File: config.mk
export PLATFORM = sky130hd
export DESIGN_NAME = dma_cl_unpacker
export DESIGN_NICKNAME = d
export VERILOG_FILES = /design/src/rtl/dma_cl_unpacker.sv
export SDC_FILE = /design/constraint.sdc
export NUM_CORES = 1
export LEC_CHECK = 0
export CELL_PAD_IN_SITES_DETAIL_PLACEMENT = 0
export CELL_PAD_IN_SITES_GLOBAL_PLACEMENT = 1
export CORE_MARGIN = 2
export CORE_UTILIZATION = 38
export CTS_BUF_LIST = sky130_fd_sc_hd__clkbuf_16
export DETAILED_ROUTE_END_ITERATION = 12
export GPL_TIMING_DRIVEN = 0
export PLACE_DENSITY_LB_ADDON = 0.1
export SYNTH_ARGS = -nofsm -noshare
export SYNTH_HDL_FRONTEND = slang
export SYNTH_SLANG_ARGS = --single-unit
File: constraint.sdc
create_clock -name clk -period 23.6 [get_ports clk]
set_input_delay 4.72 -clock clk [delete_from_list [all_inputs] [get_ports clk]]
set_output_delay 4.72 -clock clk [all_outputs]
set_load 0.05 [all_outputs]
File: src/rtl/dma_cl_unpacker.sv
// Cache-line unpacker: pops 512-bit DMA read lines and emits them LSB-first as 32-bit words.
// Latency: first out_valid one cycle after the first dma_rd_en; then one word per cycle with no bubble between lines.
// Backpressure: out_data holds while out_valid && !out_ready; the DMA is popped only when the line buffer is free or draining.
module dma_cl_unpacker #(
    parameter int CL_DATA_WIDTH = 512,
    parameter int WORD_WIDTH    = 32,
    parameter int SIZE_WIDTH    = 65
) (
    input  logic                     clk,
    input  logic                     rst,
    input  logic                     go,
    input  logic [SIZE_WIDTH-1:0]    num_lines,
    input  logic                     dma_empty,
    input  logic [CL_DATA_WIDTH-1:0] dma_rd_data,
    output logic                     dma_rd_en,
    output logic                     out_valid,
    input  logic                     out_ready,
    output logic [WORD_WIDTH-1:0]    out_data,
    output logic                     out_last,
    output logic                     done
);

    localparam int WORDS_PER_CL = CL_DATA_WIDTH / WORD_WIDTH;
    localparam int IDX_W        = $clog2(WORDS_PER_CL);
    localparam logic [IDX_W-1:0] LAST_IDX = IDX_W'(WORDS_PER_CL - 1);

    typedef enum logic [1:0] {
        IDLE = 2'd0,
        RUN  = 2'd1,
        DONE = 2'd2
    } state_t;

    state_t                   state_q;
    logic [SIZE_WIDTH-1:0]    num_lines_q;
    logic [SIZE_WIDTH-1:0]    lines_read_q;
    logic [CL_DATA_WIDTH-1:0] buf_q;
    logic                     buf_valid_q;
    logic [IDX_W-1:0]         word_idx_q;

    logic out_fire;
    logic last_word_accept;

    // Handshake and refill decisions; the refill may coincide with the last word's accept for zero-bubble streaming.
    always_comb begin
        out_valid        = buf_valid_q && (state_q == RUN);
        out_fire         = out_valid && out_ready;
        last_word_accept = out_fire && (word_idx_q == LAST_IDX);
        dma_rd_en        = (state_q == RUN) && !dma_empty &&
                           (lines_read_q < num_lines_q) &&
                           (!buf_valid_q || last_word_accept);
        out_last         = out_valid && (word_idx_q == LAST_IDX) &&
                           (lines_read_q == num_lines_q);
        done             = (state_q == DONE);
    end

    // Word select: word k sits at bits [k*WORD_WIDTH +: WORD_WIDTH], lowest word first.
    always_comb begin
        out_data = '0;
        for (int k = 0; k < WORDS_PER_CL; k++) begin
            if (word_idx_q == IDX_W'(k)) begin
                out_data = buf_q[k*WORD_WIDTH +: WORD_WIDTH];
            end
        end
    end

    // Control FSM with line buffer and counters; go restarts from any state and discards a partial line.
    always_ff @(posedge clk or posedge rst) begin
        if (rst) begin
            state_q      <= IDLE;
            num_lines_q  <= '0;
            lines_read_q <= '0;
            buf_q        <= '0;
            buf_valid_q  <= 1'b0;
            word_idx_q   <= '0;
        end else if (go) begin
            num_lines_q  <= num_lines;
            lines_read_q <= '0;
            buf_valid_q  <= 1'b0;
            word_idx_q   <= '0;
            state_q      <= (num_lines == '0) ? DONE : RUN;
        end else begin
            if (dma_rd_en) begin
                buf_q        <= dma_rd_data;
                buf_valid_q  <= 1'b1;
                word_idx_q   <= '0;
                lines_read_q <= lines_read_q + SIZE_WIDTH'(1);
            end else if (out_fire) begin
                if (word_idx_q != LAST_IDX) begin
                    word_idx_q <= word_idx_q + IDX_W'(1);
                end else begin
                    buf_valid_q <= 1'b0;
                end
            end
            if (out_fire && out_last) begin
                state_q <= DONE;
            end
        end
    end

endmodule

---- After elaboration in Yosys (flattened, before gate mapping) ----
Cells that the tools add are included.
word-level totals
  flip-flop bits (word level) ............. 649
  input port bits ......................... 582
  output and inout port bits .............. 36
  word-level logic and storage cells ...... 80
operators by class
  add/sub/neg operators ................... 2
  order comparisons ....................... 1
  equal/unequal tests ..................... 20
  muxes and demuxes ....................... 29
  bitwise gates (word level) .............. 1
  reduce and logical (&&, ||, !) cells .... 21
operator list
  operator                 number
  $mux W32                 16
  $mux W65                 2
  $add A65 B1 Y65 const B  1
  $eq A65 B65 Y1           1
  $logic_not A65 Y1        1
  $lt A65 B65 Y1           1
  $eq A4 B4 Y1 const B     8
  $eq A4 B3 Y1 const B     4
  $mux W4                  4
  $logic_and A1 B1 Y1      9
  $eq A4 B2 Y1 const B     2
  $mux W2                  3
  $reduce_and A2 Y1        3
  $reduce_bool A3 Y1       2
  $add A4 B1 Y4 const B    1
  $eq A4 B1 Y1 const B     1
  $logic_not A4 Y1         1
  $mux W1                  4
  $ne A4 B4 Y1 const B     1
  $reduce_bool A2 Y1       2
  $ne A3 B3 Y1 const B     1
  $eq A2 B1 Y1 const B     1
  $eq A2 B2 Y1 const B     1
  $logic_not A1 Y1         2
  other kinds (2)          2

---- Longest topological paths before layout ----
Gate-level depths: netlist of run 1.
  word-level depth ........................ 17
  depth in mapped cells ................... 13

---- Worst setup path after synthesis of run 1 ----
Ideal clock, no wire load.
  kind .................................... input to output
  from .................................... in dma_empty
  to ...................................... out dma_rd_en
  data arrival time ....................... 6.256 ns
  required time ........................... 18.880 ns
  slack ................................... 12.624 ns
  stages .................................. 7
  buffers on the path ..................... 1
  path through ............................ nor2_1 -> o2111ai_1 -> a2111oi_2 -> a31oi_1 -> nor4_4 -> and2_1 -> buf_4
between the ends
  longest elaborated chain between the ends .. 4
ends and longest elaborated chain
  what                               RTL line  source
  start, declared                    13        input logic dma_empty,
  $logic_not A1 Y1                   48        dma_rd_en = (state_q == RUN) && !dma_empty &&
  $logic_and A1 B1 Y1 (2 in series)  48
  $logic_and A1 B1 Y1                49        (lines_read_q < num_lines_q) &&
  end, declared                      15        output logic dma_rd_en,
Every way passes these cells.

---- Worst setup path in the final report of run 1 ----
Same ends and word-level chain as after synthesis.

==> results.txt, run 1 <==
----------------------------------------------------
[Outcome]
  Result of the run ... finished clean

[Clocking]
  CTS Root Cell ... sky130_fd_sc_hd__clkbuf_16
  Insertion delay to the later sink of the worst-skew pair ... 0.62 ns
  Quantity of hold-fixing buffers added after cts ... 0
  Inserted Clock Buffers ... 77
  Post-CTS setup buffer count ... 0
  Clock slew at the register clock pins of the worst setup and hold paths ... 0.05 ns
  Total number of H-tree levels ... 3
  Worst-case clock buffer depth ... 3
  Clock Sinks ... 649
  TritonCTS clock tree ... built
  PostCTS Resize Cnt ... 0

[Cells and area]
  Area of all placed cells without fillers ... 42500 um^2
  Post-Route Utilization ... 50.07%
  Synthesis-to-layout area growth ... 31.21%
  Register cell area after layout ... 16240 um^2
  Area of the multi-input gates ... 14810 um^2
  Net count, final ... 3878
  Filler Cells Inserted ... 7597
  Fraction of final layout cells sized beyond drive strength 1 ... between 20% and 30%

[Global routing]
  Overflow left after global routing ... 0
  Overall routing resource usage ... 26.27%
  Global-route wire length before repair ... 169.3 mm
  Initial antenna violation count ... 60
  Number of global-route vias before repair ... around 25000
  Pin count of the biggest net entering global routing ... 128

[Synthesis]
  Multiplexer share of the synthesized area ... 23.46%
  Mean instance size in the synthesized netlist ... ~13 um^2
  Post-synth design cell area ... around 32000 um^2
  Number of warnings printed during yosys synthesis ... 0
  Xor/xnor cell area share of the yosys netlist ... roughly 1.6%
  Number of distinct library cell variants in the gate-level netlist after synthesis ... 57
  Share of the yosys chip area belonging to registers ... 50.14%
  Number of enable flip-flop cells after synthesis ... 0
  Fraction of the mapped netlist area in compound gates ... 11.59%
  Post-synth ARST share ... 100.0%
  Combinational family with the most area after synthesis ... multiplexers
  Ys flop type ... sky130_fd_sc_hd__dfrtp_1
  Adder and majority gate portion of the synthesized area ... 2.704%
  Post-synthesis sequential element count ... 649
  Simple-gate area share of the yosys netlist ... 6.335%
  Number of nets produced by synthesis ... 3176
  Post-Synthesis Cells ... 2524

[Setup path]
  Crit-path most repeated cell ... sky130_fd_sc_hd__clkdlybuf4s50_1
  Arrival @ worst endpoint ... 8.32 ns
  Required time at the endpoint of the critical path ... 18.88 ns
  Critical path peak fanout ... 8
  Critical path buffer and inverter count ... 3
  Cell at the slowest stage of the critical path ... sky130_fd_sc_hd__clkdlybuf4s50_1
  Category of cells accounting for the largest share of critical-path delay ... buffers and inverters
  Kind of capture point of the worst setup path ... output pin
  Delay of the slowest critical-path stage ... 0.95 ns
  Cell chain of the critical path ... clkdlybuf4s50_1, nor2_1, o2111ai_1, a2111oi_2, a31oi_1, nor4_4, and2_1, buf_4, clkdlybuf4s50_1
  Setup Crit Path Kind ... input port to output pin
  Startpoint kind of the worst setup timing path ... input port

[Route]
  Post-route DRC ... 0
  Drt pass-1 iters ... 7
  Number of vias after detailed routing ... 23750
  Count of nets left with antenna violations after detail routing ... 0
  Detailed-route wire length ... 116.5 mm
  Total length of routed met2 wires ... 56.78 mm
  DR WL met3 ... 7.328 mm
  Number of vias per cell ... 5.323
  First-iteration detailed-routing DRC count ... about 1500
  DR WL/cell ... 26.10 um
  Top routing layer used ... met5
  Met1 wire length ... 48.60 mm

[Placement]
  HPWL after detailed placement ... 89.98 mm
  Total cell area at the placement stage ... 40170 um^2
  Placement Setup Slack ... 10.58 ns
  Count of input and output buffers ... 617
  Final weighted congestion of routability-driven global placement ... between 0.8 and 0.9

[Power]
  Standby leakage power ... 19.78 nW
  Final Total Pwr ... 3.455 mW
  Ratio of total power to cell area ... 81.29 nW/um^2
  Peak VDD IR ... 0.06067 mV

[Floorplan]
  Starting utilization of the core area ... about two fifths
  Floorplan core area ... 84880 um^2
  Area of the die ... approximately 90000 um^2
  DIE WIDTH ... 296.0 um
  Top-level I/O count ... 618
  Vert. Die Dim ... 296.0 um
  Placement row count ... 107

[Timing]
  Final setup fails ... 0
  Worst rel slew slack ... 10.63%
  RSZ-0062 raised after global routing ... false
  Worst clock skew ... 0.02483 ns
  Worst hold margin ... between 0.5 and 0.6 ns
  Fraction of the cycle the final worst path needs ... 55.27%
  Highest clock frequency the design can meet ... ~0.077 GHz
  Time the worst path needs with I/O delays and setup ... 13.04 ns
  Slew at the pin closest to its max-slew limit ... around 1.3 ns
  Min setup slack post-route ... 10.56 ns
  Final Hold Violating Endpoints ... 0
  Max-slew violation count ... 0

[Hold path]
  Class of the tightest hold or removal check ... register to register

[Flow run]
  Count of max-cap constraint violations ... 0

----------------------------------------------------
[layout make-up]
cell class	count	area share [%]
flip-flops and latches	649	38.21
multi-input cells	1621	34.84
repair buffers	623	14.87
clock buffers	77	4.534
well taps	1144	3.368
plain buffers	169	2.452
inverters	85	0.7684
clock inverters	62	0.7654
diodes	32	0.1884
[metrics by stage]
stage,setup TNS (ns),std cells
after floorplan,0,2524
after global placement,-4634.78,4285
after detailed placement,0,4291
after CTS,0,4430
after global routing,0,4457
final,0,4462
[final timing paths]
path / startpoint / endpoint / slack [ns] / cells past startpoint
setup / recovery: dma_empty / dma_rd_en / 10.56 / 9
hold / removal: buf_q[161] / buf_q[161] / 0.50 / 1
setup reg to reg: lines_read_q[6] / buf_q[510] / 19.08 / 12
hold reg to reg: buf_q[161] / buf_q[161] / 0.50 / 1
max in group asynchronous: rst / buf_q[34] / 17.21 / 4
min in group asynchronous: rst / buf_q[428] / 4.65 / 2
[report_power, final]
part / total [mW] / leakage [nW] / internal [mW] / switching, mW
clock: 1.10 / 1.19 / 0.604 / 0.497
sequential: 1.52 / 7.83 / 1.37 / 0.152
combinational: 0.837 / 10.8 / 0.501 / 0.336
total: 3.46 / 19.8 / 2.47 / 0.985
[placed cells by master, fill, tap and decap left out, types with 67 or more instances in the layout]
| cell type | count |
|---|---|
| sky130_fd_sc_hd__a21oi_1 | 72 |
| sky130_fd_sc_hd__a22oi_1 | 96 |
| sky130_fd_sc_hd__clkbuf_1 | 109 |
| sky130_fd_sc_hd__clkbuf_16 | 77 |
| sky130_fd_sc_hd__clkdlybuf4s50_1 | 617 |
| sky130_fd_sc_hd__dfrtp_1 | 649 |
| sky130_fd_sc_hd__ha_1 | 70 |
| sky130_fd_sc_hd__inv_1 | 104 |
| sky130_fd_sc_hd__mux2_4 | 480 |
| sky130_fd_sc_hd__nand2_1 | 104 |
| sky130_fd_sc_hd__nor2_1 | 110 |
| sky130_fd_sc_hd__o21ai_0 | 180 |
| sky130_fd_sc_hd__o22ai_1 | 67 |
[cells in the mapped netlist (7+ instances only)]
library cell	n	area share, %
sky130_fd_sc_hd__nor2_1	110	1.3
sky130_fd_sc_hd__a222oi_1	32	0.99
sky130_fd_sc_hd__dfrtp_1	649	50
sky130_fd_sc_hd__nor4_1	24	0.46
sky130_fd_sc_hd__nor3_1	10	0.15
sky130_fd_sc_hd__or3_1	7	0.14
sky130_fd_sc_hd__and2_1	9	0.17
sky130_fd_sc_hd__o211ai_1	33	0.76
sky130_fd_sc_hd__and3_1	32	0.62
sky130_fd_sc_hd__o22ai_1	67	1.3
sky130_fd_sc_hd__o211a_1	31	0.96
sky130_fd_sc_hd__a21oi_1	72	1.1
sky130_fd_sc_hd__o21ai_0	180	2.8
sky130_fd_sc_hd__mux2_4	480	22
sky130_fd_sc_hd__nand3_1	34	0.53
sky130_fd_sc_hd__nand2_1	104	1.2
sky130_fd_sc_hd__inv_1	85	0.99
sky130_fd_sc_hd__a22oi_1	96	2.2
sky130_fd_sc_hd__a211o_1	32	0.87
sky130_fd_sc_hd__nand4_1	53	1.0
sky130_fd_sc_hd__ha_1	70	2.7
sky130_fd_sc_hd__clkbuf_1	109	1.3
sky130_fd_sc_hd__mux2_2	34	1.2
sky130_fd_sc_hd__xor2_1	52	1.4
sky130_fd_sc_hd__buf_6	53	1.8
sky130_fd_sc_hd__and4_1	7	0.19
[state kept, by name, summed over array words and instances (netlist names)]
signal and flops:
buf_q 512, buf_valid_q 1, lines_read_q 65, num_lines_q 65, state_q 2, word_idx_q 4
[kinds of logic (layout without fill, tap and decap cells)]
family,count (synthesis),after routing
AO/OA/AOI/OAI,567,567
XOR/XNOR,58,58
flip-flops,649,649
AND/OR/NAND/NOR,411,411
buffers and inverters,254,1016
adder cells (fa/ha/maj),70,70
multiplexers,515,515
other,0,32
[layer usage]
| layer | vias up | GRT usage [%] |
|---|---|---|
| met3 | 219 | 6.348 |
| met5 | - | 0 |
| met4 | 52 | 9.153 |
| li1 | 10740 | - |
| met1 | 12099 | 33.54 |
| met2 | 640 | 43.49 |
Power figures use the tool's default switching activity.
==> run 2: changes to the inputs <==
--- a/config.mk
+++ b/config.mk
@@ -8,7 +8,7 @@
 export CELL_PAD_IN_SITES_DETAIL_PLACEMENT = 0
 export CELL_PAD_IN_SITES_GLOBAL_PLACEMENT = 1
 export CORE_MARGIN = 2
-export CORE_UTILIZATION = 38
+export CORE_UTILIZATION = 42
 export CTS_BUF_LIST = sky130_fd_sc_hd__clkbuf_16
 export DETAILED_ROUTE_END_ITERATION = 12
 export GPL_TIMING_DRIVEN = 0
==> constraint.sdc (replaced) <==
create_clock -name clk -period 13 [get_ports clk]
set_input_delay 2.6 -clock clk [delete_from_list [all_inputs] [get_ports clk]]
set_output_delay 2.6 -clock clk [all_outputs]
set_load 0.05 [all_outputs]
==> results.txt, run 2 (synthesis gave the netlist of run 1 again) <==
----------------------------------------------------
[Outcome]
  Result of the run ... finished clean

[Timing]
  Time the worst path needs with I/O delays and setup ... roughly 8.7 ns
  Slew at the pin closest to its max-slew limit ... 1.295 ns
  Max-slew violation count ... 0
  Worst hold margin ... 0.5041 ns
  Fraction of the cycle the final worst path needs ... roughly two thirds
  Min setup slack post-route ... 4.267 ns
  RSZ-0062 raised after global routing ... false
  Worst rel slew slack ... 13.50%
  Worst clock skew ... ~0.03 ns
  Final Hold Violating Endpoints ... 0
  Highest clock frequency the design can meet ... 0.1145 GHz
  Setup TNS after final layout ... 0 ns
  Final setup fails ... 0

[Placement]
  Count of input and output buffers ... 617
  HPWL after detailed placement ... 89.44 mm
  Total cell area at the placement stage ... 40230 um^2
  Final weighted congestion of routability-driven global placement ... 0.9055
  Placement Setup Slack ... 4.227 ns
  Placed cell count ... 4190

[Clocking]
  Inserted Clock Buffers ... 77
  Total number of H-tree levels ... 3
  Clock slew at the register clock pins of the worst setup and hold paths ... 0.06 ns
  PostCTS Resize Cnt ... 0
  Insertion delay to the later sink of the worst-skew pair ... 0.63 ns
  TritonCTS clock tree ... built
  Worst-case clock buffer depth ... 3
  CTS Root Cell ... sky130_fd_sc_hd__clkbuf_16
  Post-CTS setup buffer count ... 0
  Quantity of hold-fixing buffers added after cts ... 0
  Clock Sinks ... 649

[Power]
  Final Total Pwr ... 6.524 mW
  Peak VDD IR ... 0.1040 mV
  Ratio of total power to cell area ... 152.1 nW/um^2
  Standby leakage power ... 19.98 nW

[Floorplan]
  Floorplan core area ... 76200 um^2
  Area of the die ... 79360 um^2
  Placement row count ... roughly 100
  Top-level I/O count ... just over 600
  DIE WIDTH ... 281.7 um
  Vert. Die Dim ... 281.7 um
  Starting utilization of the core area ... 42.51%

[Setup path]
  Beginning of the worst register-to-register path ... lines_read_q[6]
  Delay of the slowest critical-path stage ... 0.92 ns
  Crit-path most repeated cell ... sky130_fd_sc_hd__clkdlybuf4s50_1
  Critical path peak fanout ... 8
  Number of cells on the worst reg-to-reg path ... 12
  Cell at the slowest stage of the critical path ... sky130_fd_sc_hd__clkdlybuf4s50_1
  Cell chain of the critical path ... clkdlybuf4s50_1, nor2_1, o2111ai_1, a2111oi_2, a31oi_1, nor4_4, and2_1, buf_4, clkdlybuf4s50_1
  Required time at the endpoint of the critical path ... 10.40 ns
  Kind of capture point of the worst setup path ... output pin
  Reg2reg end ... buf_q[7]
  Flop2flop setup slack ... 8.75 ns
  Setup Crit Path Kind ... input port to output pin
  Startpoint kind of the worst setup timing path ... input port
  Arrival @ worst endpoint ... 6.13 ns

[Global routing]
  Overall routing resource usage ... 28.56%
  Global-route wire length before repair ... 166.4 mm
  Initial antenna violation count ... 60
  Pin count of the biggest net entering global routing ... 44
  Number of global-route vias before repair ... 25441
  Overflow left after global routing ... 0

[Route]
  Number of vias per cell ... around 5.5
  Post-route DRC ... 0
  Count of nets left with antenna violations after detail routing ... 0
  Drt pass-1 iters ... 6
  First-iteration detailed-routing DRC count ... 1580
  DR WL/cell ... 26.23 um
  Detailed-route wire length ... 114.5 mm
  Number of vias after detailed routing ... between 20000 and 25000

[Cells and area]
  Fin cells ... around 4400
  Area of the multi-input gates ... 14810 um^2
  Post-Route Utilization ... 56.29%
  Area of all placed cells without fillers ... 42900 um^2
  Max FFs per register ... 512
  Most frequent cells in the layout ... 649 x sky130_fd_sc_hd__dfrtp_1, 617 x sky130_fd_sc_hd__clkdlybuf4s50_1, 480 x sky130_fd_sc_hd__mux2_4
  Synthesis-to-layout area growth ... 32.43%
  Register cell area after layout ... 16240 um^2
  Most frequent standard cell in the layout excluding fill and tap cells ... sky130_fd_sc_hd__dfrtp_1
  Largest reg by FF count ... buf_q
  Filler Cells Inserted ... 6404
  Fraction of final layout cells sized beyond drive strength 1 ... 21.82%
  Net count, final ... 3891
  Largest regs ... buf_q: 512 flops, lines_read_q: 65 flops, num_lines_q: 65 flops

[Hold path]
  Number of stages on the worst hold path ... 1
  Critical hold path startpoint ... buf_q[164]
  Class of the tightest hold or removal check ... register to register
  End point of the worst hold path ... buf_q[164]

[Flow run]
  Count of max-cap constraint violations ... 0

----------------------------------------------------
==> run 2: changes by cell type in the layout (fill, tap and decap cells not counted), sizes merged <==
cell | previous run | this run
diode | 32 | 35
clkinvlp | 1 | 6
clkbuf | 186 | 187
inv | 109 | 97
clkinv | 36 | 32
bufinv | 1 | 12
buf | 66 | 79
==> run 2: critical path, delay by kind of cell <==
kind / cells / cell delay, ns
simple gates: 3 / 0.88
compound gates: 3 / 1.08
buf+inv: 3 / 1.56
==> run 2: area by class of cell <==
cell class	instances	share of cell area, %
repair buffers	636	15.23
multi-input cells	1621	34.52
diodes	35	0.2042
plain buffers	169	2.430
flip-flops and latches	649	37.86
inverters	85	0.7525
clock inverters	62	1.447
well taps	1030	3.004
clock buffers	78	4.550
==> run 2: where the power goes <==
group | leakage [nW] | switching (mW) | total [mW] | internal, mW
clock | 1.29 | 0.915 | 2.25 | 1.33
sequential | 7.83 | 0.276 | 2.75 | 2.48
combinational | 10.9 | 0.608 | 1.52 | 0.915
total | 20.0 | 1.80 | 6.52 | 4.73
==> run 2: worst max-delay path by stage <==
stage	start	endpoint	slack, ns	cells after the start
finish	dma_empty	dma_rd_en	4.27	9
global route	dma_empty	dma_rd_en	4.01	9
CTS	dma_empty	dma_rd_en	4.21	9
detailed placement	dma_empty	dma_rd_en	4.23	9
global placement	rst	buf_q[54]	-2.57	2
floorplan	rst	buf_q[0]	1.53	1
==> run 2: routing by layer <==
| metal | up-vias | global-route usage (%) | part of all wire, % |
|---|---|---|---|
| li1 | 10766 | - | - |
| met1 | 12285 | 36.78 | 42 |
| met2 | 795 | 45.81 | 48 |
| met3 | 223 | 8.021 | 7.1 |
| met4 | 52 | 10.64 | 3.1 |
| met5 | - | 0 | 0.30 |
